==> config.mk <==
export PLATFORM = sky130hd
export DESIGN_NAME = ulisp_uart
export DESIGN_NICKNAME = d
export VERILOG_FILES = /design/src/rtl/ulisp_uart.sv
export SDC_FILE = /design/constraint.sdc
export NUM_CORES = 1
export LEC_CHECK = 0
export ABC_AREA = 1
export CORE_ASPECT_RATIO = 0.8
export CORE_MARGIN = 5
export CORE_UTILIZATION = 45
export DETAILED_ROUTE_END_ITERATION = 10
export GPL_TIMING_DRIVEN = 0
export PLACE_DENSITY_LB_ADDON = 0.08
export SLEW_MARGIN = 20
export SYNTH_ARGS = -nofsm -noshare
export SYNTH_HDL_FRONTEND = slang
export SYNTH_SLANG_ARGS = --single-unit
==> constraint.sdc <==
create_clock -name clk -period 7.8 [get_ports clk]
set_clock_uncertainty 0.15 [all_clocks]
set_input_delay 1.95 -clock clk [delete_from_list [all_inputs] [get_ports clk]]
set_output_delay 1.95 -clock clk [all_outputs]
set_load 0.005 [all_outputs]
==> src/rtl/ulisp_uart.sv <==
// 8N1 UART on the lisp core register bus: TX FIFO, single-entry RX buffer,
// W1C error flags and a programmable clocks-per-bit divisor.
module ulisp_uart #(
  parameter logic [6:0]  BASE_INDEX      = 7'd0,
  parameter logic [15:0] DEFAULT_DIVISOR = 16'd434,
  parameter int          TX_FIFO_DEPTH   = 8
) (
  input  logic        clk,
  input  logic        reset_n,
  input  logic [6:0]  register_index,
  input  logic        register_read,
  input  logic        register_write,
  input  logic [15:0] register_write_value,
  output logic [15:0] register_read_value,
  input  logic        uart_rx,
  output logic        uart_tx
);

  localparam int AW = $clog2(TX_FIFO_DEPTH);
  localparam int CW = AW + 1;
  localparam logic [CW-1:0] FULL_CNT = CW'(TX_FIFO_DEPTH);

  typedef enum logic [1:0] {
    TX_IDLE, TX_START, TX_DATA, TX_STOP
  } tx_state_e;

  typedef enum logic [1:0] {
    RX_IDLE, RX_START, RX_DATA, RX_STOP
  } rx_state_e;

  logic sel_stat, sel_tx, sel_rx, sel_div;
  assign sel_stat = register_index == BASE_INDEX;
  assign sel_tx   = register_index == BASE_INDEX + 7'd1;
  assign sel_rx   = register_index == BASE_INDEX + 7'd2;
  assign sel_div  = register_index == BASE_INDEX + 7'd3;

  logic [15:0] div_q, div_d, div_eff, div_m1, half_m1;
  logic [15:0] rdata_q, rdata_d;

  // Divisors below 2 would make the mid-start wait negative
  assign div_eff = (div_q < 16'd2) ? 16'd2 : div_q;
  assign div_m1  = div_eff - 16'd1;
  assign half_m1 = (div_eff >> 1) - 16'd1;

  logic [7:0]    mem_q [TX_FIFO_DEPTH];
  logic [AW-1:0] wr_ptr_q, rd_ptr_q;
  logic [CW-1:0] cnt_q, cnt_d;
  logic          push, pop, tx_full, tx_empty;

  assign tx_full  = cnt_q == FULL_CNT;
  assign tx_empty = cnt_q == '0;
  assign push     = register_write & sel_tx & ~tx_full;
  assign cnt_d    = cnt_q + CW'(push) - CW'(pop);

  tx_state_e   tx_state_q, tx_state_d;
  logic [15:0] tx_cnt_q, tx_cnt_d;
  logic [2:0]  tx_bit_q, tx_bit_d;
  logic [7:0]  tx_shift_q, tx_shift_d;
  logic        tx_q, tx_d;
  logic        tx_idle;

  assign tx_idle = tx_empty & (tx_state_q == TX_IDLE);
  assign uart_tx = tx_q;

  always_comb begin
    tx_state_d = tx_state_q;
    tx_cnt_d   = tx_cnt_q;
    tx_bit_d   = tx_bit_q;
    tx_shift_d = tx_shift_q;
    tx_d       = tx_q;
    pop        = 1'b0;
    unique case (tx_state_q)
      TX_IDLE: begin
        if (!tx_empty) begin
          pop        = 1'b1;
          tx_shift_d = mem_q[rd_ptr_q];
          tx_cnt_d   = div_m1;
          tx_state_d = TX_START;
          tx_d       = 1'b0;
        end
      end
      TX_START: begin
        if (tx_cnt_q == '0) begin
          tx_state_d = TX_DATA;
          tx_cnt_d   = div_m1;
          tx_bit_d   = 3'd0;
          tx_d       = tx_shift_q[0];
        end else begin
          tx_cnt_d = tx_cnt_q - 16'd1;
        end
      end
      TX_DATA: begin
        if (tx_cnt_q == '0) begin
          tx_cnt_d = div_m1;
          if (tx_bit_q == 3'd7) begin
            tx_state_d = TX_STOP;
            tx_d       = 1'b1;
          end else begin
            tx_bit_d   = tx_bit_q + 3'd1;
            tx_shift_d = {1'b0, tx_shift_q[7:1]};
            tx_d       = tx_shift_q[1];
          end
        end else begin
          tx_cnt_d = tx_cnt_q - 16'd1;
        end
      end
      TX_STOP: begin
        if (tx_cnt_q == '0) begin
          if (!tx_empty) begin
            pop        = 1'b1;
            tx_shift_d = mem_q[rd_ptr_q];
            tx_cnt_d   = div_m1;
            tx_state_d = TX_START;
            tx_d       = 1'b0;
          end else begin
            tx_state_d = TX_IDLE;
          end
        end else begin
          tx_cnt_d = tx_cnt_q - 16'd1;
        end
      end
      default: tx_state_d = TX_IDLE;
    endcase
  end

  logic        rx_s1_q, rx_s2_q, rx_prev_q, rx_fall;
  rx_state_e   rx_state_q, rx_state_d;
  logic [15:0] rx_cnt_q, rx_cnt_d;
  logic [2:0]  rx_bit_q, rx_bit_d;
  logic [7:0]  rx_shift_q, rx_shift_d;
  logic [7:0]  rx_byte_q, rx_byte_d;
  logic        rx_valid_q, rx_valid_d;
  logic        ovr_q, ovr_d, ferr_q, ferr_d;
  logic        stop_ok, stop_bad, ovr_set, rx_pop;

  assign rx_fall = rx_prev_q & ~rx_s2_q;
  assign rx_pop  = register_read & sel_rx;

  always_comb begin
    rx_state_d = rx_state_q;
    rx_cnt_d   = rx_cnt_q;
    rx_bit_d   = rx_bit_q;
    rx_shift_d = rx_shift_q;
    stop_ok    = 1'b0;
    stop_bad   = 1'b0;
    unique case (rx_state_q)
      RX_IDLE: begin
        if (rx_fall) begin
          rx_state_d = RX_START;
          rx_cnt_d   = half_m1;
        end
      end
      RX_START: begin
        if (rx_cnt_q == '0) begin
          if (rx_s2_q) begin
            rx_state_d = RX_IDLE;
          end else begin
            rx_state_d = RX_DATA;
            rx_cnt_d   = div_m1;
            rx_bit_d   = 3'd0;
          end
        end else begin
          rx_cnt_d = rx_cnt_q - 16'd1;
        end
      end
      RX_DATA: begin
        if (rx_cnt_q == '0) begin
          rx_shift_d = {rx_s2_q, rx_shift_q[7:1]};
          rx_cnt_d   = div_m1;
          if (rx_bit_q == 3'd7) rx_state_d = RX_STOP;
          else rx_bit_d = rx_bit_q + 3'd1;
        end else begin
          rx_cnt_d = rx_cnt_q - 16'd1;
        end
      end
      RX_STOP: begin
        if (rx_cnt_q == '0) begin
          rx_state_d = RX_IDLE;
          stop_ok    = rx_s2_q;
          stop_bad   = ~rx_s2_q;
        end else begin
          rx_cnt_d = rx_cnt_q - 16'd1;
        end
      end
      default: rx_state_d = RX_IDLE;
    endcase
  end

  // A same-edge RXDATA read frees the buffer for the incoming byte
  always_comb begin
    rx_valid_d = rx_valid_q & ~rx_pop;
    rx_byte_d  = rx_byte_q;
    ovr_set    = 1'b0;
    if (stop_ok) begin
      if (!rx_valid_q || rx_pop) begin
        rx_byte_d  = rx_shift_q;
        rx_valid_d = 1'b1;
      end else begin
        ovr_set = 1'b1;
      end
    end
    ovr_d  = (ovr_q & ~(register_write & sel_stat & register_write_value[3]))
           | ovr_set;
    ferr_d = (ferr_q & ~(register_write & sel_stat & register_write_value[4]))
           | stop_bad;
  end

  always_comb begin
    div_d = div_q;
    if (register_write && sel_div) div_d = register_write_value;
    rdata_d = '0;
    if (register_read) begin
      unique case (1'b1)
        sel_stat: rdata_d = {11'd0, ferr_q, ovr_q, rx_valid_q,
                             tx_idle, tx_full};
        sel_rx:   rdata_d = {rx_valid_q, 7'd0, rx_byte_q};
        sel_div:  rdata_d = div_q;
        default:  rdata_d = '0;
      endcase
    end
  end

  assign register_read_value = rdata_q;

  always_ff @(posedge clk) begin
    if (push) mem_q[wr_ptr_q] <= register_write_value[7:0];
  end

  always_ff @(posedge clk or negedge reset_n) begin
    if (!reset_n) begin
      wr_ptr_q   <= '0;
      rd_ptr_q   <= '0;
      cnt_q      <= '0;
      tx_state_q <= TX_IDLE;
      tx_cnt_q   <= '0;
      tx_bit_q   <= '0;
      tx_shift_q <= '0;
      tx_q       <= 1'b1;
      rx_s1_q    <= 1'b1;
      rx_s2_q    <= 1'b1;
      rx_prev_q  <= 1'b1;
      rx_state_q <= RX_IDLE;
      rx_cnt_q   <= '0;
      rx_bit_q   <= '0;
      rx_shift_q <= '0;
      rx_byte_q  <= '0;
      rx_valid_q <= 1'b0;
      ovr_q      <= 1'b0;
      ferr_q     <= 1'b0;
      div_q      <= DEFAULT_DIVISOR;
      rdata_q    <= '0;
    end else begin
      if (push) wr_ptr_q <= wr_ptr_q + AW'(1);
      if (pop)  rd_ptr_q <= rd_ptr_q + AW'(1);
      cnt_q      <= cnt_d;
      tx_state_q <= tx_state_d;
      tx_cnt_q   <= tx_cnt_d;
      tx_bit_q   <= tx_bit_d;
      tx_shift_q <= tx_shift_d;
      tx_q       <= tx_d;
      rx_s1_q    <= uart_rx;
      rx_s2_q    <= rx_s1_q;
      rx_prev_q  <= rx_s2_q;
      rx_state_q <= rx_state_d;
      rx_cnt_q   <= rx_cnt_d;
      rx_bit_q   <= rx_bit_d;
      rx_shift_q <= rx_shift_d;
      rx_byte_q  <= rx_byte_d;
      rx_valid_q <= rx_valid_d;
      ovr_q      <= ovr_d;
      ferr_q     <= ferr_d;
      div_q      <= div_d;
      rdata_q    <= rdata_d;
    end
  end

endmodule

# Yosys cells after proc, flatten, opt, wreduce, memory -nomap -nowiden
# Memories as Yosys holds them, arrays and structs flattened.
# Index checks and enable logic that the tools add are counted.
# Widths: inputs -> output; s select.
dict set report op_classes {
  n_eq_ne 27
  mux 60
  reduce_logical 22
  magnitude_cmp 1
  n_bitwise 18
  n_addsub 10
}
# op n
set op_table {}
lappend op_table {{$mux 16} 10}
lappend op_table {{$pmux 16 s3} 2}
lappend op_table {{$pmux 16 s4} 1}
lappend op_table {{$sub 16x1->16 const B} 3}
lappend op_table {{$logic_not 16->1} 2}
lappend op_table {{$mux 8} 4}
lappend op_table {{$ne 2x2->1 const B} 14}
lappend op_table {{$pmux 8 s3} 1}
lappend op_table {{$mux 2} 11}
lappend op_table {{$mux 3} 7}
lappend op_table {{$mux 1} 18}
lappend op_table {{$lt 16x2->1 const B} 1}
lappend op_table {{$pmux 2 s4} 2}
lappend op_table {{$sub 15x1->16 const B} 1}
lappend op_table {{$reduce_and 5->1} 3}
lappend op_table {{$eq 7x2->1 const B} 2}
lappend op_table {{$add 3x1->3 const B} 4}
lappend op_table {{$pmux 3 s2} 2}
lappend op_table {{$and 1x1->1} 11}
lappend op_table {{$eq 2x2->1 const B} 4}
lappend op_table {{$reduce_and 4->1} 2}
lappend op_table {{$eq 7x1->1 const B} 1}
lappend op_table {{$logic_not 7->1} 1}
lappend op_table {{$eq 3x3->1 const B} 2}
lappend op_table {{other kinds (19)} 29}
dict set report word_totals {
  wordCells 160
  out_inout_bits 17
  register_bits 115
  ram_bits 64
  n_memories 1
  input_bits 28
}
# name words width read_ports rd_clocked_by_memory_dff wr line_no
set mem_list {}
lappend mem_list {mem_q 8 8 1 0 1 45} ;# logic [7:0] mem_q [TX_FIFO_DEPTH];

# Depth between registers and ports, before layout
dict set report logic_depth {
  depth_word 6
  depth_mapped 17
  depth_no_buf 17
}

# Least setup slack after synthesis
# Ideal clock, no wire load.
dict set report synth_path {
  path_type {in2reg}
  startpoint {input port register_index[5]}
  endpoint {memory mem_q[1][0], enable pin}
  n_path_buf 0
  t_arrival_ps 3453
  path_slack_ps 3813
  t_required_ps 7267
  path_stages 7
  cell_sequence {nor3_1 > nand3b_1 > nor3_1 > inv_1 > nor2_1 > inv_1 > nor3_1}
}
dict set report synth_via {
  elab_chain_cells 5
}
# item line_no
set synth_rtl {}
lappend synth_rtl {{from (decl)} 10} ;# input logic [6:0] register_index,
lappend synth_rtl {{$eq 7x1->1} 33} ;# assign sel_tx = register_index == BASE_INDEX + 7'd1;
lappend synth_rtl {{$and 1x1->1 (2 in series)} 52} ;# assign push = register_write & sel_tx & ~tx_full;
lappend synth_rtl {{$mux 1} 226} ;# if (push) mem_q[wr_ptr_q] <= register_write_value[7:0];
lappend synth_rtl {{$mux 1 (implied by the code)} 226}
lappend synth_rtl {{to (decl)} 45}
# Every way passes these cells.

# Worst setup path in the final report
dict set report layout_path {
  startpoint {input port register_index[5]}
  endpoint {memory mem_q[7][7], enable pin}
}
# The elaborated chain is that of the path after synthesis.

==> impl_metrics.json <==
{
  "status": "complete, no violations",
  "synthArstFlopShare_pct": 64.2,
  "syn_nets": 1207,
  "start_util_pct": 45.4,
  "fp-row-count": 48,
  "via_per_inst": 5.35,
  "vias": 8052,
  "setup.worst_path.start_class": "input pin",
  "max_slew_margin_pct": 40.2,
  "critPathKind": "input pin to flop",
  "path_max_fanout": 8,
  "cts_setup_buffers": 0,
  "areaGrowthSynthToFinish_pct": 14.7,
  "cts_tree": "yes",
  "crit_path_end_kind": "flop",
  "cts-buffers-inserted": 17,
  "ios": 45,
  "fin_crit_ps": 4280,
  "core_area_um2": 21400,
  "wl_per_cell_um": 17.6,
  "synth_cells": 1152,
  "grt-ovfl-total": 0,
  "ys.flop_type": "dfrtp_1",
  "synthDistinctLibCells": 51,
  "syn_avg_cell_area_um2": 8.44,
  "hpwl_mm": 19.4,
  "n_antenna_cell": 0,
  "die_y_um": 142,
  "r2r_start": "tx_cnt_q[0]",
  "die_w_um": 174,
  "hold_viol_final": 0,
  "p_per_area_nw_per_um2": 238,
  "vdd_drop_max_v": 0.000194,
  "yosysWarnings": 0,
  "grt_max_degree": 83,
  "grt_use_total_pct": 22.2,
  "p_int_mw": 1.77,
  "sw_frac_of_total_pct": 33.2,
  "grt_pass1_vias": 7764,
  "min_period_over_period_pct": 54.9,
  "insertion_delay_ps": 440,
  "drv_slew": 0,
  "fin_nets": 1271,
  "syn_area_um2": 9730,
  "pwr-share-comb_pct": 24.7,
  "post-route-worst-setup-slack_ps": 3520,
  "clk_pin_slew_worst_paths_ps": 60,
  "grt_pass1_wl_mm": 42.8,
  "rsz0062_at_grt": "false",
  "seqPwrFrac_pct": 43.1,
  "maxCapViolations": 0,
  "fin_util_pct": 52.0,
  "crit_start": "register_index[5]",
  "hold_path_class": "flop to flop",
  "critPathArrivalTime_ps": 4190,
  "ant_nets": 0,
  "power_mw": 2.65,
  "min_from": "rx_s1_q",
  "antenna_found_initial": 0,
  "clockRootBuffer": "clkbuf_16",
  "drive_above_1_share_pct": 9.03,
  "place_congestion": 0.909,
  "worst_slew_pin_slew_ps": 892,
  "p_sw_mw": 0.880,
  "design.die.area_um2": 24700,
  "ys_ff_latch": 179,
  "clockBufferDepth": 2,
  "leakagePower_nw": 4.68,
  "drc": 0,
  "cts_hold_buf": 0,
  "max_clock_freq_mhz": 234,
  "drt-total-wl_mm": 26.5,
  "synth-seq-area-share_pct": 49.5,
  "place.port_buffers": 44,
  "htree_levels": 4,
  "clock_power_share_pct": 32.2,
  "setup-violations-final": 0,
  "drtIter0Drc": 691,
  "drt_pass1_iterations": 5,
  "cts.repair.resized": 0,
  "required_ps": 7710,
  "cts.sinks": 179,
  "pre_cts_ws_ps": 3070,
  "synth-edff-count": 64
}
==> power groups by stage <==
| stage | sequential [mW] | clock (mW) | combinational, mW |
|---|---|---|---|
| 3_3_place_gp | 1.16 | 0 | 0.640 |
| 5_1_grt | 1.15 | 0.916 | 0.743 |
| 6_report | 1.14 | 0.855 | 0.656 |
| 4_1_cts | 1.14 | 0.871 | 0.654 |
| 3_5_place_dp | 1.16 | 0 | 0.652 |
| 2_1_floorplan | 1.14 | 0 | 0.477 |
==> flip-flops by register name, summed over array words and instances, names as in the netlist, 4 cells and up, named ones only <==
register	flops
cnt_q	4
div_q	16
mem_q	64
register_read_value	16
rx_byte_q	8
rx_cnt_q	16
rx_shift_q	8
tx_cnt_q	16
tx_shift_q	8
==> metal layers <==
layer	wire length [um]	vias up	GRT usage, %
li1	-	3956	-
met1	13400	3835	34.0
met2	11100	238	32.2
met3	1660	23	4.53
met4	315	0	5.46
met5	0	-	0
==> cell type report <==
cell class                      instances  area (um2)
Fill cell                            2045       10300
Sequential cell                       179        4810
Multi-Input combinational cell        820        4340
Timing Repair Buffer                   45         473
Inverter                              117         440
Clock buffer                           18         439
Tap cell                              275         344
Buffer                                 36         180
Clock inverter                         14         133
==> logic make-up after synthesis <==
family,synth area share [%]
DFF,49.5
xor gates and xnor gates,3.69
buffers and inverters,6.38
adders and majority gates,3.55
and+or+nand+nor,24.6
AOI/OAI and AO/OA,11.8
muxes,0.437
==> worst paths after layout <==
| path | slack, ps | endpoint | cells after the start |
|---|---|---|---|
| worst max register to register | 4630 | cnt_q[2] | 16 |
| worst min-delay path | 210 | rx_s2_q | 0 |
| max in group asynchronous | 5520 | div_q[4] | 2 |
| min in group asynchronous | 1230 | tx_shift_q[6] | 1 |
| worst min register to register | 210 | rx_s2_q | 0 |
| worst max-delay path | 3520 | mem_q[7][7] | 8 |
==> cell usage after synthesis, drive strengths merged, types with 14 or more instances <==
cell    number  share of area (%)
buf         14                1.0
ha          26                3.3
a21oi       48                2.5
nand3       95                5.3
o21ai      130                6.7
clkbuf      22               0.85
inv        114                4.4
nor3        24                1.3
o22ai       14               0.90
edfxtp      64                 20
nand2      268                 11
xor2        35                3.2
dfrtp      106                 27
nor2       128                5.5
==> per-stage QoR <==
stage | hold WS, ps | area, um2 | setup TNS, ps | cells
final | 207 | 11200 | 0 | 1504
after global routing | 215 | 11200 | 0 | 1504
after CTS | 208 | 11200 | 0 | 1504
after detailed placement | 199 | 10600 | 0 | 1472
after global placement | 196 | 10500 | -33410 | 1471
after floorplan | 195 | 9730 | 0 | 1152
==> cells in the final DEF (no fill, tap or decap), types with 22 or more instances in the layout <==
| cell type | n |
|---|---|
| nand2_1 | 256 |
| o21ai_0 | 119 |
| nor2_1 | 113 |
| inv_1 | 110 |
| dfrtp_1 | 106 |
| nand3_1 | 88 |
| edfxtp_1 | 64 |
| a21oi_1 | 47 |
| clkdlybuf4s50_1 | 43 |
| xor2_1 | 35 |
| ha_1 | 26 |
| clkbuf_1 | 22 |
==> critical path, stage by stage <==
cell and delay [ps]:
clkdlybuf4s50_1 400, nor3_1 300, nand3b_1 180, nor3_1 300
inv_1 100, nor2_1 140, inv_1 130, nor3_2 690
Note: power is estimated with default switching activity, not from simulation.
